<file path="src/rtl/io_event_arbiter.sv">
// Round-robin arbiter that funnels one-cycle event pulses from N_SRC sources into a
// small FIFO presented to the CPU as a level interrupt. Optional: IRQ_ACK_TIMEOUT_EN.
module io_event_arbiter #(
    parameter int N_SRC   = 4,
    parameter int DEPTH   = 4,
    parameter int TIMEOUT = 1024
) (
    input  logic                 clk,
    input  logic                 rst,
    input  logic [N_SRC-1:0]     i_src_irq,
    input  logic [32*N_SRC-1:0]  i_src_data,
    input  logic                 i_cpu_ack,
    output logic                 o_cpu_irq,
    output logic [31:0]          o_cpu_data,
    output logic [2:0]           o_cpu_src,
    output logic [4:0]           o_fifo_count,
    output logic [7:0]           o_drop_cnt
);

    localparam int PTR_W = $clog2(DEPTH);

    typedef struct packed {
        logic [2:0]  src;
        logic [31:0] data;
    } entry_t;

    if (N_SRC < 2 || N_SRC > 8 || DEPTH < 2 || DEPTH > 16 ||
        (DEPTH & (DEPTH - 1)) != 0 || TIMEOUT < 2) begin : g_bad_param
        $error("io_event_arbiter: parameter out of range");
    end

    // Per-source holding latches
    logic [N_SRC-1:0] r_hold_valid;
    logic [31:0]      r_hold_data [N_SRC];
    logic [2:0]       r_rr_ptr;

    // FIFO state
    entry_t           r_mem [DEPTH];
    logic [PTR_W-1:0] r_wr_ptr;
    logic [PTR_W-1:0] r_rd_ptr;
    logic [4:0]       r_count;
    logic             r_cpu_irq;
    entry_t           r_head;
    logic [7:0]       r_drop;

    logic             w_grant_valid;
    logic [2:0]       w_grant_idx;
    logic             w_push;
    logic             w_pop;
    logic             w_to_pop;
    logic             w_to_drop;
    logic [31:0]      w_push_data;
    entry_t           w_push_entry;
    logic [4:0]       w_count_next;
    logic [PTR_W-1:0] w_rd_next;
    logic [3:0]       w_drop_num;
    logic [8:0]       w_drop_sum;

`ifdef IRQ_ACK_TIMEOUT_EN
    logic [15:0] r_to_cnt;

    // The counter only advances while a word is waiting, so its value is the head's age.
    always_ff @(posedge clk or posedge rst) begin
        if (rst) begin
            r_to_cnt <= '0;
        end else if (w_pop || r_count == 5'd0) begin
            r_to_cnt <= '0;
        end else begin
            r_to_cnt <= r_to_cnt + 16'd1;
        end
    end

    assign w_to_pop  = (r_count != 5'd0) && (r_to_cnt == 16'(TIMEOUT - 1));
    assign w_to_drop = w_to_pop && !i_cpu_ack;
`else
    assign w_to_pop  = 1'b0;
    assign w_to_drop = 1'b0;
`endif

    assign w_pop  = (i_cpu_ack || w_to_pop) && (r_count != 5'd0);
    assign w_push = w_grant_valid && ((r_count < 5'(DEPTH)) || w_pop);

    // Round-robin search: the first valid source at or after r_rr_ptr wins.
    // NOTE: every always_comb output gets a default first so no path leaves it unassigned (no latch).
    always_comb begin
        w_grant_valid = 1'b0;
        w_grant_idx   = '0;
        for (int k = 0; k < N_SRC; k++) begin
            for (int i = 0; i < N_SRC; i++) begin
                if (!w_grant_valid && r_hold_valid[i] &&
                    ((int'(r_rr_ptr) + k) % N_SRC) == i) begin
                    w_grant_valid = 1'b1;
                    w_grant_idx   = 3'(i);
                end
            end
        end
    end

    always_comb begin
        w_push_data = '0;
        for (int i = 0; i < N_SRC; i++) begin
            if (w_grant_idx == 3'(i)) begin
                w_push_data = r_hold_data[i];
            end
        end
    end

    assign w_push_entry = '{src: w_grant_idx, data: w_push_data};

    // A drop is a pulse landing on a full latch that is not being drained this cycle.
    always_comb begin
        w_drop_num = '0;
        for (int i = 0; i < N_SRC; i++) begin
            if (i_src_irq[i] && r_hold_valid[i] &&
                !(w_push && w_grant_idx == 3'(i))) begin
                w_drop_num = w_drop_num + 4'd1;
            end
        end
        if (w_to_drop) begin
            w_drop_num = w_drop_num + 4'd1;
        end
    end

    assign w_drop_sum = {1'b0, r_drop} + 9'(w_drop_num);

    // NOTE: sequential state uses non-blocking assignments so every register samples pre-edge values.
    always_ff @(posedge clk or posedge rst) begin
        if (rst) begin
            r_hold_valid <= '0;
            r_rr_ptr     <= '0;
            r_drop       <= '0;
        end else begin
            for (int i = 0; i < N_SRC; i++) begin
                if (i_src_irq[i]) begin
                    r_hold_valid[i] <= 1'b1;
                end else if (w_push && w_grant_idx == 3'(i)) begin
                    r_hold_valid[i] <= 1'b0;
                end
            end
            if (w_push) begin
                r_rr_ptr <= (w_grant_idx == 3'(N_SRC - 1)) ? 3'd0 : w_grant_idx + 3'd1;
            end
            r_drop <= w_drop_sum[8] ? 8'hFF : w_drop_sum[7:0];
        end
    end

    // NOTE: data storage has no reset; the valid bits and FIFO count decide what is meaningful.
    always_ff @(posedge clk) begin
        for (int i = 0; i < N_SRC; i++) begin
            if (i_src_irq[i]) begin
                r_hold_data[i] <= i_src_data[32*i +: 32];
            end
        end
        if (w_push) begin
            r_mem[r_wr_ptr] <= w_push_entry;
        end
    end

    assign w_count_next = r_count + {4'd0, w_push} - {4'd0, w_pop};
    assign w_rd_next    = r_rd_ptr + PTR_W'(1);

    always_ff @(posedge clk or posedge rst) begin
        if (rst) begin
            r_wr_ptr  <= '0;
            r_rd_ptr  <= '0;
            r_count   <= '0;
            r_cpu_irq <= 1'b0;
            r_head    <= '0;
        end else begin
            if (w_push) begin
                r_wr_ptr <= r_wr_ptr + PTR_W'(1);
            end
            if (w_pop) begin
                r_rd_ptr <= w_rd_next;
            end
            r_count   <= w_count_next;
            r_cpu_irq <= (w_count_next != 5'd0);
            // Head register tracks the word at the read pointer; it holds when the FIFO drains.
            if (w_pop) begin
                if (r_count > 5'd1) begin
                    r_head <= r_mem[w_rd_next];
                end else if (w_push) begin
                    r_head <= w_push_entry;
                end
            end else if (r_count == 5'd0 && w_push) begin
                r_head <= w_push_entry;
            end
        end
    end

    assign o_cpu_irq    = r_cpu_irq;
    assign o_cpu_data   = r_head.data;
    assign o_cpu_src    = r_head.src;
    assign o_fifo_count = r_count;
    assign o_drop_cnt   = r_drop;

endmodule

</file>
<file path="config.mk">
export PLATFORM = sky130hd
export DESIGN_NAME = io_event_arbiter
export DESIGN_NICKNAME = d
export VERILOG_FILES = /design/src/rtl/io_event_arbiter.sv
export SDC_FILE = /design/constraint.sdc
export NUM_CORES = 1
export LEC_CHECK = 0
export BUFFER_PORTS_ARGS = -buffer_cell sky130_fd_sc_hd__buf_2
export CAP_MARGIN = 20
export CELL_PAD_IN_SITES_DETAIL_PLACEMENT = 0
export CELL_PAD_IN_SITES_GLOBAL_PLACEMENT = 1
export CORE_ASPECT_RATIO = 1.5
export CORE_UTILIZATION = 48
export CTS_BUF_LIST = sky130_fd_sc_hd__clkbuf_4 sky130_fd_sc_hd__clkbuf_8 sky130_fd_sc_hd__clkbuf_16
export DETAILED_ROUTE_END_ITERATION = 7
export HOLD_SLACK_MARGIN = 0.03
export PLACE_DENSITY = 0.82
export SYNTH_ARGS = -nofsm -noshare
export SYNTH_HDL_FRONTEND = slang
export SYNTH_SLANG_ARGS = --single-unit
export TNS_END_PERCENT = 1
</file>
<file path="constraint.sdc">
create_clock -name clk -period 5.2 [get_ports clk]
set_input_delay 0.52 -clock clk [delete_from_list [all_inputs] [get_ports clk]]
set_output_delay 0.52 -clock clk [all_outputs]
set_load 0.005 [all_outputs]
</file>
# ---- After elaboration in Yosys (flattened, before gate mapping)
# Memories as Yosys holds them, arrays and structs flattened.
# Index checks and enable logic that the tools add are counted.
# W data, S select, Z words.
dict set report totals {
  register_bits 59
  latch_bits 0
  ramBits 268
  rom_bits 0
  in_bits 135
  out_inout_bits 49
  wordCells 193
  memories 2
}
# memory words width rd rd_clocked_by_memory_dff wr line
set memory_table {}
lappend memory_table {r_mem 4 35 1 0 1 38} ;# entry_t r_mem [DEPTH];
lappend memory_table {r_hold_data 4 32 4 0 4 34} ;# logic [31:0] r_hold_data [N_SRC];
dict set report classes {
  add_sub_neg 12
  n_mul 0
  div 0
  magnitude_cmp 2
  eq_ne 16
  n_shift 0
  muxes 63
  n_bitwise 3
  reduce_logical 83
}
# operator count
set ops {}
lappend ops {{$mux W35} 4}
lappend ops {{$logic_not A32 Y1} 4}
lappend ops {{$mux W32} 4}
lappend ops {{$logic_and A1 B1 Y1} 46}
lappend ops {{$mux W3} 13}
lappend ops {{$mux W1} 36}
lappend ops {{$logic_not A1 Y1} 19}
lappend ops {{$eq A3 B3 Y1 const B} 6}
lappend ops {{$eq A3 B2 Y1 const B} 5}
lappend ops {{$add A4 B1 Y4 const B} 3}
lappend ops {{$mux W4} 3}
lappend ops {{$reduce_bool A2 Y1} 5}
lappend ops {{$reduce_bool A5 Y1} 2}
lappend ops {{$add A8 B4 Y9} 1}
lappend ops {{$add A2 B1 Y2 const B} 4}
lappend ops {{$mux W8} 1}
lappend ops {{$reduce_or A2 Y1} 3}
lappend ops {{$add A5 B1 Y5} 1}
lappend ops {{$gt A5 B1 Y1 const B} 1}
lappend ops {{$logic_not A5 Y1} 1}
lappend ops {{$lt A5 B3 Y1 const B} 1}
lappend ops {{$sub A5 B1 Y5} 1}
lappend ops {{$add A2 B2 Y2 const B} 2}
lappend ops {{$eq A2 B2 Y1 const B} 2}
lappend ops {{8 further kinds} 11}

# ---- Logic depth before layout (Yosys ltp)
dict set report depth {
  depth_word 76
  ltp_mapped 21
  depth_no_buf 20
}

# ---- Least setup slack after synthesis
# OpenSTA, ideal clock, no wires.
dict set report synth_path {
  path_kind {register -> register}
  start {register r_rr_ptr[1]}
  end {register r_drop[7], in the netlist o_drop_cnt[7]}
  setup_ns 0.125
  arrival_ns 4.210
  slack_ns 0.865
  stages_incl_launch_ff 20
  path_buffers 2
  synth_period_minus_slack_ns 4.335
  path_cell_list {dfrtp_1 -> a21boi_0 -> o22ai_1 -> a21oi_1 -> inv_1 -> ha_1 -> clkbuf_1 -> clkbuf_1 -> a21boi_0 -> and2_1 -> ha_1 -> xor2_1 -> ha_1 -> mux2_2 -> ha_1 -> a21o_1 -> a21oi_1 -> nor2b_1 -> o2111ai_1 -> mux2_2}
}
dict set report synth_between {
  elab_chain_cells 76
}
# element line
set synth_lines {}
lappend synth_lines {{from (decl)} 35} ;# logic [2:0] r_rr_ptr;
lappend synth_lines {{from (signal assigned)} 141} ;# r_rr_ptr <= (w_grant_idx == 3'(N_SRC - 1)) ? 3'd0 : w_grant_idx + 3'd1;
lappend synth_lines {{$logic_not A32 Y1} 91} ;# ((int'(r_rr_ptr) + k) % N_SRC) == i) begin
lappend synth_lines {{$logic_and A1 B1 Y1} 90} ;# if (!w_grant_valid && r_hold_valid[i] &&
lappend synth_lines {{$mux W1} 90}
lappend synth_lines {{$logic_not A1 Y1} 90}
lappend synth_lines {{$logic_and A1 B1 Y1 (2 in series)} 90}
lappend synth_lines {{$mux W1} 90}
lappend synth_lines {{$logic_not A1 Y1} 90}
lappend synth_lines {{$logic_and A1 B1 Y1 (2 in series)} 90}
lappend synth_lines {{[... 53 more ...]} -}
lappend synth_lines {{via w_grant_idx[0]} 47} ;# logic [2:0] w_grant_idx;
lappend synth_lines {{[... 5 more ...]} -}
lappend synth_lines {{$add A4 B1 Y4} 116} ;# w_drop_num = w_drop_num + 4'd1;
lappend synth_lines {{$mux W4} 114} ;# if (i_src_irq[i] && r_hold_valid[i] &&
lappend synth_lines {{$add A4 B1 Y4} 116}
lappend synth_lines {{$mux W4} 114}
lappend synth_lines {{$add A4 B1 Y4} 116}
lappend synth_lines {{$mux W4 *} 114}
lappend synth_lines {{$add A8 B4 Y9 *} 124} ;# assign w_drop_sum = {1'b0, r_drop} + 9'(w_drop_num);
lappend synth_lines {{$mux W8 *} 143} ;# r_drop <= w_drop_sum[8] ? 8'hFF : w_drop_sum[7:0];
lappend synth_lines {{to (signal assigned)} 143}
lappend synth_lines {{to (decl)} 44} ;# logic [7:0] r_drop;
# The timed path passes the listed nets; every way through them passes the cells marked *.
# A chain may end at the register's enable or synchronous reset.

# ---- Worst setup path in the final report
# Ends and elaborated chain as after synthesis.

==> summary.txt <==
Synth
  – Adder-Cell Fraction of Synth Area: ~2.6%
  – Main combinational cell family by area after synthesis: multiplexers
  – Leading area contributor after synthesis: edfxtp_1
  – Syn avg cell area: 15.6 µm²
  – Post-synthesis sequential area ratio: a little under three quarters
  – Distinct cell type count after synthesis: roughly 50
  – Post-Synth XOR/XNOR Area: 0.669%
  – Post-Synth Simple-Gate Area: under 10%
  – Mux cell area share after synthesis: 8.94%
  – Count of state elements after synthesis: about 320
  – Compound-Gate Fraction of Synth Area: 8.91%
  – Mapped Area: 0.0131 mm²
  – Asr flop ratio synth: a little under a fifth
  – Synth warn: 0
  – Synth top area share: between 60% and 70%
  – Synth Flop Type: edfxtp_1
  – Number of synthesized flops with an enable pin: 264
  – Ranking of synthesized cells by area: edfxtp_1 61%, dfrtp_1 11%, mux4_2 5.9%, mux2i_1 2.8%, a21oi_1 2.8%
  – Post-Syn Instances: 839

Clocking
  – Clock latency on the worst-skew pair: around 0.56 ns
  – Post-CTS Repair Setup Buffers: 0
  – Resize count post-CTS: 0
  – Number of H-tree levels: 1
  – Clock sink count: between 300 and 400
  – CTS Buf Count: 29
  – Max clock buf depth: 3
  – CTS root buf: clkbuf_16
  – Clock transition at path regs: around 0.070 ns
  – TritonCTS clock tree: yes
  – Hold_buf cts: 0

Place
  – Placed Cells: around 1300
  – PortBufs: 182
  – Gpl congestion: 0.819
  – DPL Wire Length: about 17000 µm
  – Pre-CTS setup slack: 0.905 ns

STA
  – Final worst setup slack: 0.866 ns
  – Worst-Margin Slew: roughly 0.98 ns
  – Max Clock Skew: around 0.011 ns
  – Minimum clock period: ~4.3 ns
  – Fin crit share: 83.3%
  – Final Hold Vio Count: 0
  – Setup TNS: 0 ns
  – Slew Viols, Final: 0
  – Final setup fails: 0
  – FMAX: ~230 MHz
  – Relative slew slack: roughly a third
  – Unrepaired setup endpoints after global routing: false

Global route
  – Total global-route track usage: about a fifth
  – Total grt overflow: 0
  – Initial antenna violation count: 0
  – Largest net degree at the start of global routing: between 60 and 70
  – First-pass GRT wire length: between 40000 and 50000 µm
  – Vias in the first global route: about 7300

Die
  – Die Wd: 137 µm
  – Die Height: 204 µm
  – Initial Utilization: about half
  – Die footprint: approximately 0.028 mm²
  – Cell Rows: 73
  – Core ar.: between 0.02 and 0.03 mm²
  – # IOs: between 150 and 200

Final layout
  – Fin nets: 1182
  – Post-route insts no fill: between 1000 and 1500
  – Synthesis-to-finish area growth: 17.1%
  – Utilization after layout: 57.5%
  – Share of cells above drive strength 1: ~28%
  – Final antenna diode count: 0

Routing
  – First DRT Iteration DRCs: roughly 430
  – Vias post-DR: between 7000 and 8000
  – Vias/cell: 5.31
  – DR WL/cell: around 19 µm
  – Initial DRT Pass Iterations: 5
  – DRC viols: 0
  – Routed wire length: around 26000 µm
  – Antenna viol nets, final: 0

Power and ir drop
  – PwrDens: 699 mW/mm²
  – VDD IR max: about 0.35 mV
  – Total power draw: between 0.01 and 0.015 W
  – Static Leak: 6.10 nW

Worst setup path
  – Worst Path Max Fanout: 8
  – Reg-to-reg setup timing slack: 0.87 ns
  – Worst path required time: between 5 and 6 ns
  – Crit start category: flip-flop
  – Setup Crit Path Kind: reg2reg
  – Signal arrival time at the worst endpoint: 4.77 ns
  – Critical Path End Type: flip-flop

Run
  – # Max-Cap Violations: 0

Outcome
  – Status: finished, final reports clean

Min path
  – Hold Path Class: in2reg
## Yosys cell counts (all sizes together) (2+ instances only)
library cell / count
nand3: 4
xor2: 7
and3: 5
mux2i: 37
mux2: 3
fa: 2
a21boi: 3
nand2b: 2
a22o: 32
buf: 22
or2: 2
mux4: 34
a21o: 3
nor2: 3
xnor2: 3
o21bai: 3
nand2: 81
clkbuf: 24
and2: 2
dfrtp: 58
o21ai: 72
inv: 57
nor2b: 5
edfxtp: 264
ha: 24
a21oi: 72
## registers in the layout, indices dropped and copies added (netlist names)
signal,flops
o_cpu_src,2
r_mem,136
r_rr_ptr,2
r_wr_ptr,2
r_hold_data,128
r_hold_valid,4
o_fifo_count,5
o_drop_cnt,8
o_cpu_irq,1
r_rd_ptr,2
o_cpu_data,32
## layout by cell type (no fill, tap or decap), drive strengths merged, types with 6 or more instances in the layout
master | Yosys | routed
a22o | 32 | 32
a21oi | 72 | 72
ha | 24 | 24
clkbuf | 24 | 30
mux4 | 34 | 34
edfxtp | 264 | 264
buf | 22 | 196
mux2i | 37 | 37
nand2 | 81 | 81
bufinv | 0 | 6
clkinv | 0 | 11
o21ai | 72 | 72
dfrtp | 58 | 58
xor2 | 7 | 7
inv | 57 | 60
## worst paths after layout
kind,startpoint,to,cells after the start
min in group asynchronous,rst,o_cpu_data[22],3
max in group asynchronous,rst,r_rd_ptr[1],3
worst max register to register,r_rr_ptr[1],o_drop_cnt[7],17
worst max-delay path,r_rr_ptr[1],o_drop_cnt[7],17
worst min-delay path,i_src_data[83],r_hold_data[2][19],1
worst min register to register,o_cpu_data[22],o_cpu_data[22],2
## where the power goes
part,leakage [nW],switching [W],internal [W]
Sequential,3.21,0.000334,0.00410
Combinational,2.41,0.00244,0.00159
Clock,0.487,0.000920,0.00132
## metrics by stage
stage	cell area [µm²]	hold WS [ns]
6_report	15300	0.139
5_1_grt	15300	0.110
4_1_cts	15300	0.112
3_5_place_dp	14300	0.467
3_3_place_gp	14300	0.459
2_1_floorplan	13100	0.473
## per-layer routing
metal  track usage (%)  part of all wire, %  vias up
met1              26.5                   44     3576
li1                  -                    -     3493
met5                 0                    0        -
met3              2.46                  4.5       37
met4              5.89                  2.1        0
met2              31.9                   49      215
## worst max-delay path: stages (launching register included)
cell and delay [ns]:
dfrtp_1 0.46, a21oi_1 0.18, o21ai_0 0.09, o2bb2a_1 0.41, inv_1 0.11, ha_1 0.21
a21boi_0 0.20, and2_1 0.19, ha_1 0.25, xor2_1 0.25, ha_1 0.29, mux2_2 0.28
ha_1 0.27, a21o_1 0.18, a21oi_1 0.22, nor2b_1 0.09, o2111ai_1 0.19, mux2_2 0.35
## logic make-up after synthesis
group | count (synthesis)
AOI/OAI and AO/OA | 194
muxes | 74
buffers and inverters | 103
adders and majority gates | 26
and+or+nand+nor | 109
DFF | 322
other | 1
xor gates and xnor gates | 10
## area by class of cell
cell class / instances / area (µm²)
clock inverters: 23 / 275
flip-flops and latches: 322 / 9380
repair buffers: 196 / 1020
inverters: 57 / 214
clock buffers: 30 / 733
multi-input cells: 415 / 3290
fillers: 2134 / 11300
well taps: 337 / 422
(Power assumes the default switching activity.)
